===== config.mk =====
export PLATFORM = sky130hd
export DESIGN_NAME = serial_frame_receiver
export DESIGN_NICKNAME = d
export VERILOG_FILES = /design/src/rtl/serial_frame_receiver_pkg.sv /design/src/rtl/serial_frame_receiver_rx_shift_core.sv /design/src/rtl/serial_frame_receiver.sv
export SDC_FILE = /design/constraint.sdc
export NUM_CORES = 1
export LEC_CHECK = 0
export CORE_MARGIN = 2
export CORE_UTILIZATION = 34
export DETAILED_ROUTE_END_ITERATION = 10
export GPL_TIMING_DRIVEN = 0
export PLACE_DENSITY = 0.63
export SLEW_MARGIN = 30
export SYNTH_ARGS = -nofsm -noshare
export SYNTH_HDL_FRONTEND = slang
export SYNTH_SLANG_ARGS = --single-unit

===== constraint.sdc =====
create_clock -name clk -period 2.2 [get_ports clk]
set_input_delay 0.22 -clock clk [delete_from_list [all_inputs] [get_ports clk]]
set_output_delay 0.22 -clock clk [all_outputs]
set_load 0.02 [all_outputs]

===== src/rtl/serial_frame_receiver_pkg.sv =====
// Shared definitions for the serial frame receiver: FSM state encoding and line-level constants.
package serial_frame_receiver_pkg;

  typedef enum logic [1:0] {
    IDLE   = 2'd0,
    DATA   = 2'd1,
    PARITY = 2'd2,
    STOP   = 2'd3
  } rx_state_t;

  localparam logic IDLE_LINE = 1'b1;
  localparam logic START_BIT = 1'b0;
  localparam logic STOP_BIT  = 1'b1;

endpackage


===== src/rtl/serial_frame_receiver_rx_shift_core.sv =====
// Shift/accumulate datapath: collects serial data bits LSB-first (right shift) or MSB-first (left shift).
module rx_shift_core #(
  parameter int unsigned WIDTH     = 4,
  parameter bit          MSB_FIRST = 1'b0
) (
  input  logic             clk,
  input  logic             rst,
  input  logic             clear,
  input  logic             shift_en,
  input  logic             bit_in,
  output logic [WIDTH-1:0] q
);

  logic [WIDTH-1:0] r_q;

  always_ff @(posedge clk) begin
    if (rst || clear) begin
      r_q <= '0;
    end else if (shift_en) begin
      if (MSB_FIRST) begin
        r_q <= {r_q[WIDTH-2:0], bit_in};
      end else begin
        r_q <= {bit_in, r_q[WIDTH-1:1]};
      end
    end
  end

  assign q = r_q;

endmodule


===== src/rtl/serial_frame_receiver.sv =====
// Serial frame receiver: start bit, WIDTH data bits, even parity, stop bit, with a valid/ready output stage.
module serial_frame_receiver
  import serial_frame_receiver_pkg::*;
#(
  parameter int unsigned WIDTH     = 4,
  parameter bit          MSB_FIRST = 1'b0
) (
  input  logic             clk,
  input  logic             rst,
  input  logic             bit_en,
  input  logic             serial_in,
  output logic [WIDTH-1:0] Out,
  output logic             valid,
  input  logic             ready,
  output logic             parity_err,
  output logic             frame_err,
  output logic             overrun,
  output logic             busy
);

  localparam int unsigned CW = $clog2(WIDTH + 1);
  localparam logic [CW-1:0] LAST_IDX = CW'(WIDTH - 1);

  rx_state_t        r_state;
  rx_state_t        w_state_next;
  logic [CW-1:0]    r_cnt;
  logic             r_par_bit;
  logic [WIDTH-1:0] r_out;
  logic             r_valid;
  logic             r_parity_err;
  logic             r_frame_err;
  logic             r_overrun;

  logic             w_clear;
  logic             w_shift;
  logic             w_cap_par;
  logic             w_stop_sample;
  logic             w_good_stop;
  logic             w_load;
  logic             w_par_fail;
  logic [WIDTH-1:0] w_q;

  rx_shift_core #(
    .WIDTH    (WIDTH),
    .MSB_FIRST(MSB_FIRST)
  ) u_shift (
    .clk     (clk),
    .rst     (rst),
    .clear   (w_clear),
    .shift_en(w_shift),
    .bit_in  (serial_in),
    .q       (w_q)
  );

  always_ff @(posedge clk) begin
    if (rst) begin
      r_state <= IDLE;
    end else begin
      r_state <= w_state_next;
    end
  end

  always_comb begin
    w_state_next  = r_state;
    w_clear       = 1'b0;
    w_shift       = 1'b0;
    w_cap_par     = 1'b0;
    w_stop_sample = 1'b0;
    if (bit_en) begin
      case (r_state)
        IDLE: begin
          if (serial_in == START_BIT) begin
            w_clear      = 1'b1;
            w_state_next = DATA;
          end
        end
        DATA: begin
          w_shift = 1'b1;
          if (r_cnt == LAST_IDX) begin
            w_state_next = PARITY;
          end
        end
        PARITY: begin
          w_cap_par    = 1'b1;
          w_state_next = STOP;
        end
        STOP: begin
          w_stop_sample = 1'b1;
          w_state_next  = IDLE;
        end
        default: w_state_next = IDLE;
      endcase
    end
  end

  always_ff @(posedge clk) begin
    if (rst || w_clear) begin
      r_cnt <= '0;
    end else if (w_shift) begin
      r_cnt <= r_cnt + 1'b1;
    end
  end

  always_ff @(posedge clk) begin
    if (rst) begin
      r_par_bit <= 1'b0;
    end else if (w_cap_par) begin
      r_par_bit <= serial_in;
    end
  end

  assign w_par_fail  = (^w_q) ^ r_par_bit;
  assign w_good_stop = w_stop_sample && (serial_in == STOP_BIT);
  // A consumer taking the old word on the same edge frees the slot for the new one.
  assign w_load      = w_good_stop && (!r_valid || ready);

  always_ff @(posedge clk) begin
    if (rst) begin
      r_out        <= '0;
      r_valid      <= 1'b0;
      r_parity_err <= 1'b0;
      r_frame_err  <= 1'b0;
      r_overrun    <= 1'b0;
    end else begin
      if (w_load) begin
        r_out        <= w_q;
        r_parity_err <= w_par_fail;
        r_valid      <= 1'b1;
      end else if (r_valid && ready) begin
        r_valid <= 1'b0;
      end
      if (w_good_stop && r_valid && !ready) begin
        r_overrun <= 1'b1;
      end
      if (w_stop_sample && (serial_in != STOP_BIT)) begin
        r_frame_err <= 1'b1;
      end
    end
  end

  assign Out        = r_out;
  assign valid      = r_valid;
  assign parity_err = r_parity_err;
  assign frame_err  = r_frame_err;
  assign overrun    = r_overrun;
  assign busy       = (r_state != IDLE);

endmodule


==> results.toml, run 1 <==
[global_routing]
overflow = 0
grt_antenna_before_repair = 0
grt_max_degree = 11
met2_usage = 0.2083
track_usage = 0.1274
met3_usage = 0.05085
grt_pass1_vias = 568
met1_usage = 0.1473
grt.busiest_layer = "met2"
grt_pass1_wl_um = 2518

[logic_synthesis]
synth_area_sq_um = 814.5
syn_inst = 89
syn_area_per_cell_sq_um = 9.152
synth_xor_area_frac = 0.05991
synthSimpleGateAreaFrac = 0.1782
synth_adder_area_share = 0.09217
synth-compound-area-share = 0.1229
synth_top_area_cell = "dfxtp_1"
synth_cell_type_count = 24
synth_top_family_by_area = "simple AND/OR/NAND/NOR gates"
synth_fp_nets = 100
muxShareOfSynthArea = 0.06144
seq_area_frac_synth = 0.4424
synth-seq-cells = 18
synthTopCellsByArea = "dfxtp_1, ha_1, mux2i_1"
yosys.area.top_type_share = 0.4424
yosysWarnings = 0

[floorplan]
dieWidth_um = 52.95
start_util = 0.3647
ios = 14
die_h_um = 52.95
die_area_sq_um = 2803
coreArea_sq_um = 2233
rows = 17

[pwr]
cellPowerDensity_nw_per_um2 = 570.1
peakVddDrop_mv = 0.4099
leakage_nw = 0.3634

[sta]
slew_headroom = 0.6968
finalSetupTns_ns = 0
fin_crit_sh = 0.8657
fin_crit_ns = 1.905
fin_skew_ns = 0.003057
fin_ws_ns = 0.2954
setup_viol = 0
maxSlewViolCount = 0
clock.fmax_ghz = 0.5251
timing_hold_violations_final = 0
worst_slew_pin_slew_ns = 0.4548
rsz0062_at_grt = "no"

[clock_network]
cts-htree-levels = 1
root_buffer = "clkbuf_4"
path_clk_slew_ns = 0.10
clk_latency_ns = 0.29
cts_resized = 0
numCtsBuffers = 3
cts_sinks = 18
cts_tree = "done"
cts_buffer_depth = 2
cts_hold_buf = 0
post_cts_buffers = 0

[route]
wl_per_cell_um = 11.27
vias = 648
via_per_inst = 4.872
drc = 0
ant_nets = 0
drt-initial-drc-count = 15
drt-total-wl_um = 1499
dr.pass1.iters = 4

[placement]
gp_congestion = 0.7200
dpl_worst_slack_ns = 0.5415
portBuffers = 13
dp.cells = 130
dp.final_hpwl_um = 1151

[final_layout]
antenna_cells = 0
fin_cells = 133
layout.area.seq_sq_um = 360.3
drive_gt1_frac = 0.07619
multiInputGateArea_sq_um = 419.2
fillers = 229
fin_nets = 118
syn_to_final_growth_pct = 23.04

[worst_setup_path]
critPathMostFrequentCell = "inv_1"
arrival_ns = 1.68
slowest_delay_ns = 0.60
path_max_fanout = 4
worstSetupEndpointType = "output port"
worst_path_max_delay_cell = "clkdlybuf4s50_1"
path_cells = "inv_1 -> ha_1 -> inv_1 -> clkdlybuf4s50_1"
critPathRequiredTime_ns = 1.98
setup.worst_path.start_class = "register"
crit_type = "register to output port"

[worst_hold_path]
hold_path.class = "register to register"

[outcome]
status = "finished, final reports clean"

[flow_run]
max_cap_violations = 0
-- cell usage after synthesis --
library cell   n
mux2i_1        5
nand3_1        6
a41oi_1        1
o21ai_0        1
nor2_4         1
nor2_1        13
xnor3_1        1
dfxtp_1       18
buf_2          1
a2111oi_0      1
inv_1          6
a21oi_2        1
xnor2_1        1
a31oi_1        1
a21o_1         1
nand3_2        1
xor2_1         2
nor3_1         1
ha_1           6
a21oi_1        8
nor2b_1        1
nand2_1        9
clkbuf_1       2
a221oi_2       1
-- stage by stage --
step,hold slack (ns),util,instance area (sq um),power [mW]
final,0.4673,0.4487,1002,0.5714
after CTS,0.4694,0.4487,1002,0.5822
after detailed placement,0.4548,0.4387,979.7,0.4203
after global routing,0.4933,0.4487,1002,0.6045
after floorplan,0.2993,-,814.5,0.3914
after global placement,0.4479,0.4387,979.7,0.4169
-- metal layers --
layer,vias to the layer above,share of wire
li1,337,-
met1,290,0.49
met2,17,0.45
met3,4,0.043
met4,0,0.017
met5,-,0
-- state kept, by name, indices dropped and copies added (netlist names) --
name        cells
Out             4
frame_err       1
overrun         1
parity_err      1
r_cnt           3
r_par_bit       1
r_state         2
u_shift.q       4
valid           1
-- area by class of cell --
| type | instances | share of cell area |
|---|---|---|
| flip-flops and latches | 18 | 0.3596 |
| well taps | 28 | 0.03496 |
| clock buffers | 3 | 0.02247 |
| plain buffers | 3 | 0.01248 |
| inverters | 6 | 0.02247 |
| repair buffers | 13 | 0.1298 |
| multi-input cells | 62 | 0.4182 |
-- report_power, final --
part           switching, mW  total (mW)  internal, mW
sequential           0.00564       0.337         0.332
clock                 0.0956       0.159        0.0637
combinational         0.0445      0.0748        0.0303
-- worst max-delay path, delay by kind of cell, from the launching register on --
family,cells,cell delay (ns)
DFF,1,0.39
buffers and inverters,3,0.75
adders and majority gates,1,0.25
-- logic make-up (layout without fill, tap and decap cells) --
family	Yosys count	after routing
and+or+nand+nor	32	32
buffers and inverters	9	25
adders and majority gates	6	6
xor gates and xnor gates	4	4
DFF	18	18
AOI/OAI and AO/OA	15	15
muxes	5	5
-- layout by cell type, fill, tap and decap left out, drive strengths merged --
master | netlist | layout
a21o | 1 | 1
nor2 | 14 | 14
a21oi | 9 | 9
a221oi | 1 | 1
nand3 | 7 | 7
a2111oi | 1 | 1
xnor3 | 1 | 1
inv | 6 | 6
xor2 | 2 | 2
buf | 1 | 1
a31oi | 1 | 1
dfxtp | 18 | 18
nand2 | 9 | 9
nor2b | 1 | 1
clkdlybuf4s50 | 0 | 13
o21ai | 1 | 1
a41oi | 1 | 1
mux2i | 5 | 5
xnor2 | 1 | 1
nor3 | 1 | 1
ha | 6 | 6
clkbuf | 2 | 5
-- worst paths after layout --
check | from | cells after the start | end | slack (ns)
setup / recovery | r_state[0] | 4 | busy | 0.30
hold / removal | r_cnt[1] | 2 | r_cnt[1] | 0.47
setup reg to reg | r_state[1] | 6 | r_state[1] | 0.58
hold reg to reg | r_cnt[1] | 2 | r_cnt[1] | 0.47
Note: power is estimated with default switching activity, not from simulation.
==> run 2, diff against run 1 <==
--- a/config.mk
+++ b/config.mk
@@ -6,11 +6,10 @@
 export NUM_CORES = 1
 export LEC_CHECK = 0
 export CORE_MARGIN = 2
-export CORE_UTILIZATION = 34
+export CORE_UTILIZATION = 40
 export DETAILED_ROUTE_END_ITERATION = 10
 export GPL_TIMING_DRIVEN = 0
-export PLACE_DENSITY = 0.63
-export SLEW_MARGIN = 30
+export PLACE_DENSITY = 0.71
 export SYNTH_ARGS = -nofsm -noshare
 export SYNTH_HDL_FRONTEND = slang
 export SYNTH_SLANG_ARGS = --single-unit
==> results.toml, run 2 (synthesis gave the netlist of run 1 again) <==
[clock_network]
cts_hold_buf = 0
cts_resized = 0
cts_tree = "done"
clk_latency_ns = 0.29
cts_sinks = 18
cts_buffer_depth = 2
root_buffer = "clkbuf_4"
cts-htree-levels = 1
post_cts_buffers = 0
path_clk_slew_ns = 0.09
numCtsBuffers = 3

[worst_setup_path]
timing.rr.end = "r_state[1]"
critPathMostFrequentCell = "inv_1"
setup.worst_path.start_class = "register"
worst-path-stages = 4
ff2ff_path_depth = 6
critPathLaunch = "r_state[0]"
worstSetupEndpointType = "output port"
path_max_fanout = 4
worst_path_max_delay_cell = "clkdlybuf4s50_1"
path_cells = "inv_1 -> ha_1 -> inv_1 -> clkdlybuf4s50_1"
endpoint = "busy"
slowest_delay_ns = 0.59
critPathRequiredTime_ns = 1.98
r2r-start = "r_state[1]"
arrival_ns = 1.67
crit_type = "register to output port"
r2r_slack_ns = 0.63
path_buf_inv = 3
crit_family = "buffers and inverters"

[sta]
timing_hold_violations_final = 0
fin_crit_ns = 1.890
fin_crit_sh = 0.8593
maxSlewViolCount = 0
whs_ns = 0.4659
slew_headroom = 0.6906
fin_skew_ns = 0.007110
clock.fmax_ghz = 0.5290
finalSetupTns_ns = 0
rsz0062_at_grt = "no"
setup_viol = 0
worst_slew_pin_slew_ns = 0.4640

[floorplan]
dieWidth_um = 49.13
rows = 16
coreArea_sq_um = 1942
die_area_sq_um = 2413
die_h_um = 49.13
ios = 14
start_util = 0.4195

[worst_hold_path]
hold_path.class = "register to register"

[global_routing]
grt_pass1_wl_um = 2263
track_usage = 0.1258
grt_pass1_vias = 563
grt_max_degree = 11
overflow = 0
met2_usage = 0.2140
grt_antenna_before_repair = 0
met1_usage = 0.1327
grt.busiest_layer = "met2"
met3_usage = 0.02761

[outcome]
status = "finished, final reports clean"

[pwr]
swShare = 0.2469
peakVddDrop_mv = 0.3505
p_comb_frac = 0.130
p_seq_frac = 0.597
clkPwrFrac = 0.274
leakage_nw = 0.3634
internal_power_uw = 425.5
cellPowerDensity_nw_per_um2 = 564.4
power.net_switching_uw = 139.5

[placement]
dp.final_hpwl_um = 1079
gp_congestion = 0.7565
dp.cells = 129
portBuffers = 13

[route]
drt-total-wl_um = 1354
drt-initial-drc-count = 10
dr.pass1.iters = 3
ant_nets = 0
vias = 638
via_per_inst = 4.833
wl_per_cell_um = 10.26
drc = 0

[flow_run]
max_cap_violations = 0

[final_layout]
fin_cells = 132
final_common_cell = "dfxtp_1"
antenna_cells = 0
syn_to_final_growth_pct = 22.89
fin_util = 0.5155
drive_gt1_frac = 0.07619
final_cell_mix = "dfxtp_1, nor2_1, clkdlybuf4s50_1, nand2_1, a21oi_1"
fin_nets = 118
## run 2: routing by layer
layer  wire [um]  vias up  share of wire
li1            -      334              -
met1         611      290           0.45
met2         654        9           0.48
met3          45        5          0.033
met4          42        0          0.031
met5           0        -              0
## run 2: worst min path at each step
stage | cells past startpoint | endpoint | start | slack (ns)
global placement | 2 | r_cnt[1] | r_cnt[1] | 0.45
floorplan | 1 | r_state[0] | rst | 0.30
detailed placement | 2 | r_cnt[1] | r_cnt[1] | 0.46
CTS | 2 | r_cnt[1] | r_cnt[1] | 0.47
finish | 2 | r_cnt[1] | r_cnt[1] | 0.47
global route | 2 | r_cnt[1] | r_cnt[1] | 0.49
## run 2: final cells by class
cell class / instances / area [sq um]
inverter: 6 / 22.52
timing repair buffer: 13 / 130.1
buffer: 3 / 12.51
multi-input combinational: 62 / 419.2
clock buffer: 3 / 22.52
tap: 27 / 33.78
sequential: 18 / 360.3
fill: 199 / 940.9
## run 2: metrics by stage
| stage | power [mW] | instance area [sq um] | setup slack (ns) |
|---|---|---|---|
| 2_1_floorplan | 0.3914 | 814.5 | 0.8003 |
| 3_3_place_gp | 0.4161 | 978.4 | 0.6153 |
| 3_5_place_dp | 0.4180 | 978.4 | 0.6002 |
| 4_1_cts | 0.5741 | 1001 | 0.2914 |
| 5_1_grt | 0.6035 | 1001 | 0.1811 |
| 6_report | 0.5650 | 1001 | 0.3096 |
## run 2: power by group through the flow
stage	Clock [mW]	Combinational [mW]	Sequential, mW
5_1_grt	0.184	0.0811	0.339
3_5_place_dp	0	0.0731	0.345
6_report	0.155	0.0732	0.337
2_1_floorplan	0	0.0475	0.344
3_3_place_gp	0	0.0715	0.345
4_1_cts	0.163	0.0738	0.337
## run 2: tightest hold or removal path: cells and delay by family (launching register included)
family	cells	cell delay, ns
DFF	1	0.32
and+or+nand+nor	1	0.05
AOI/OAI and AO/OA	1	0.05
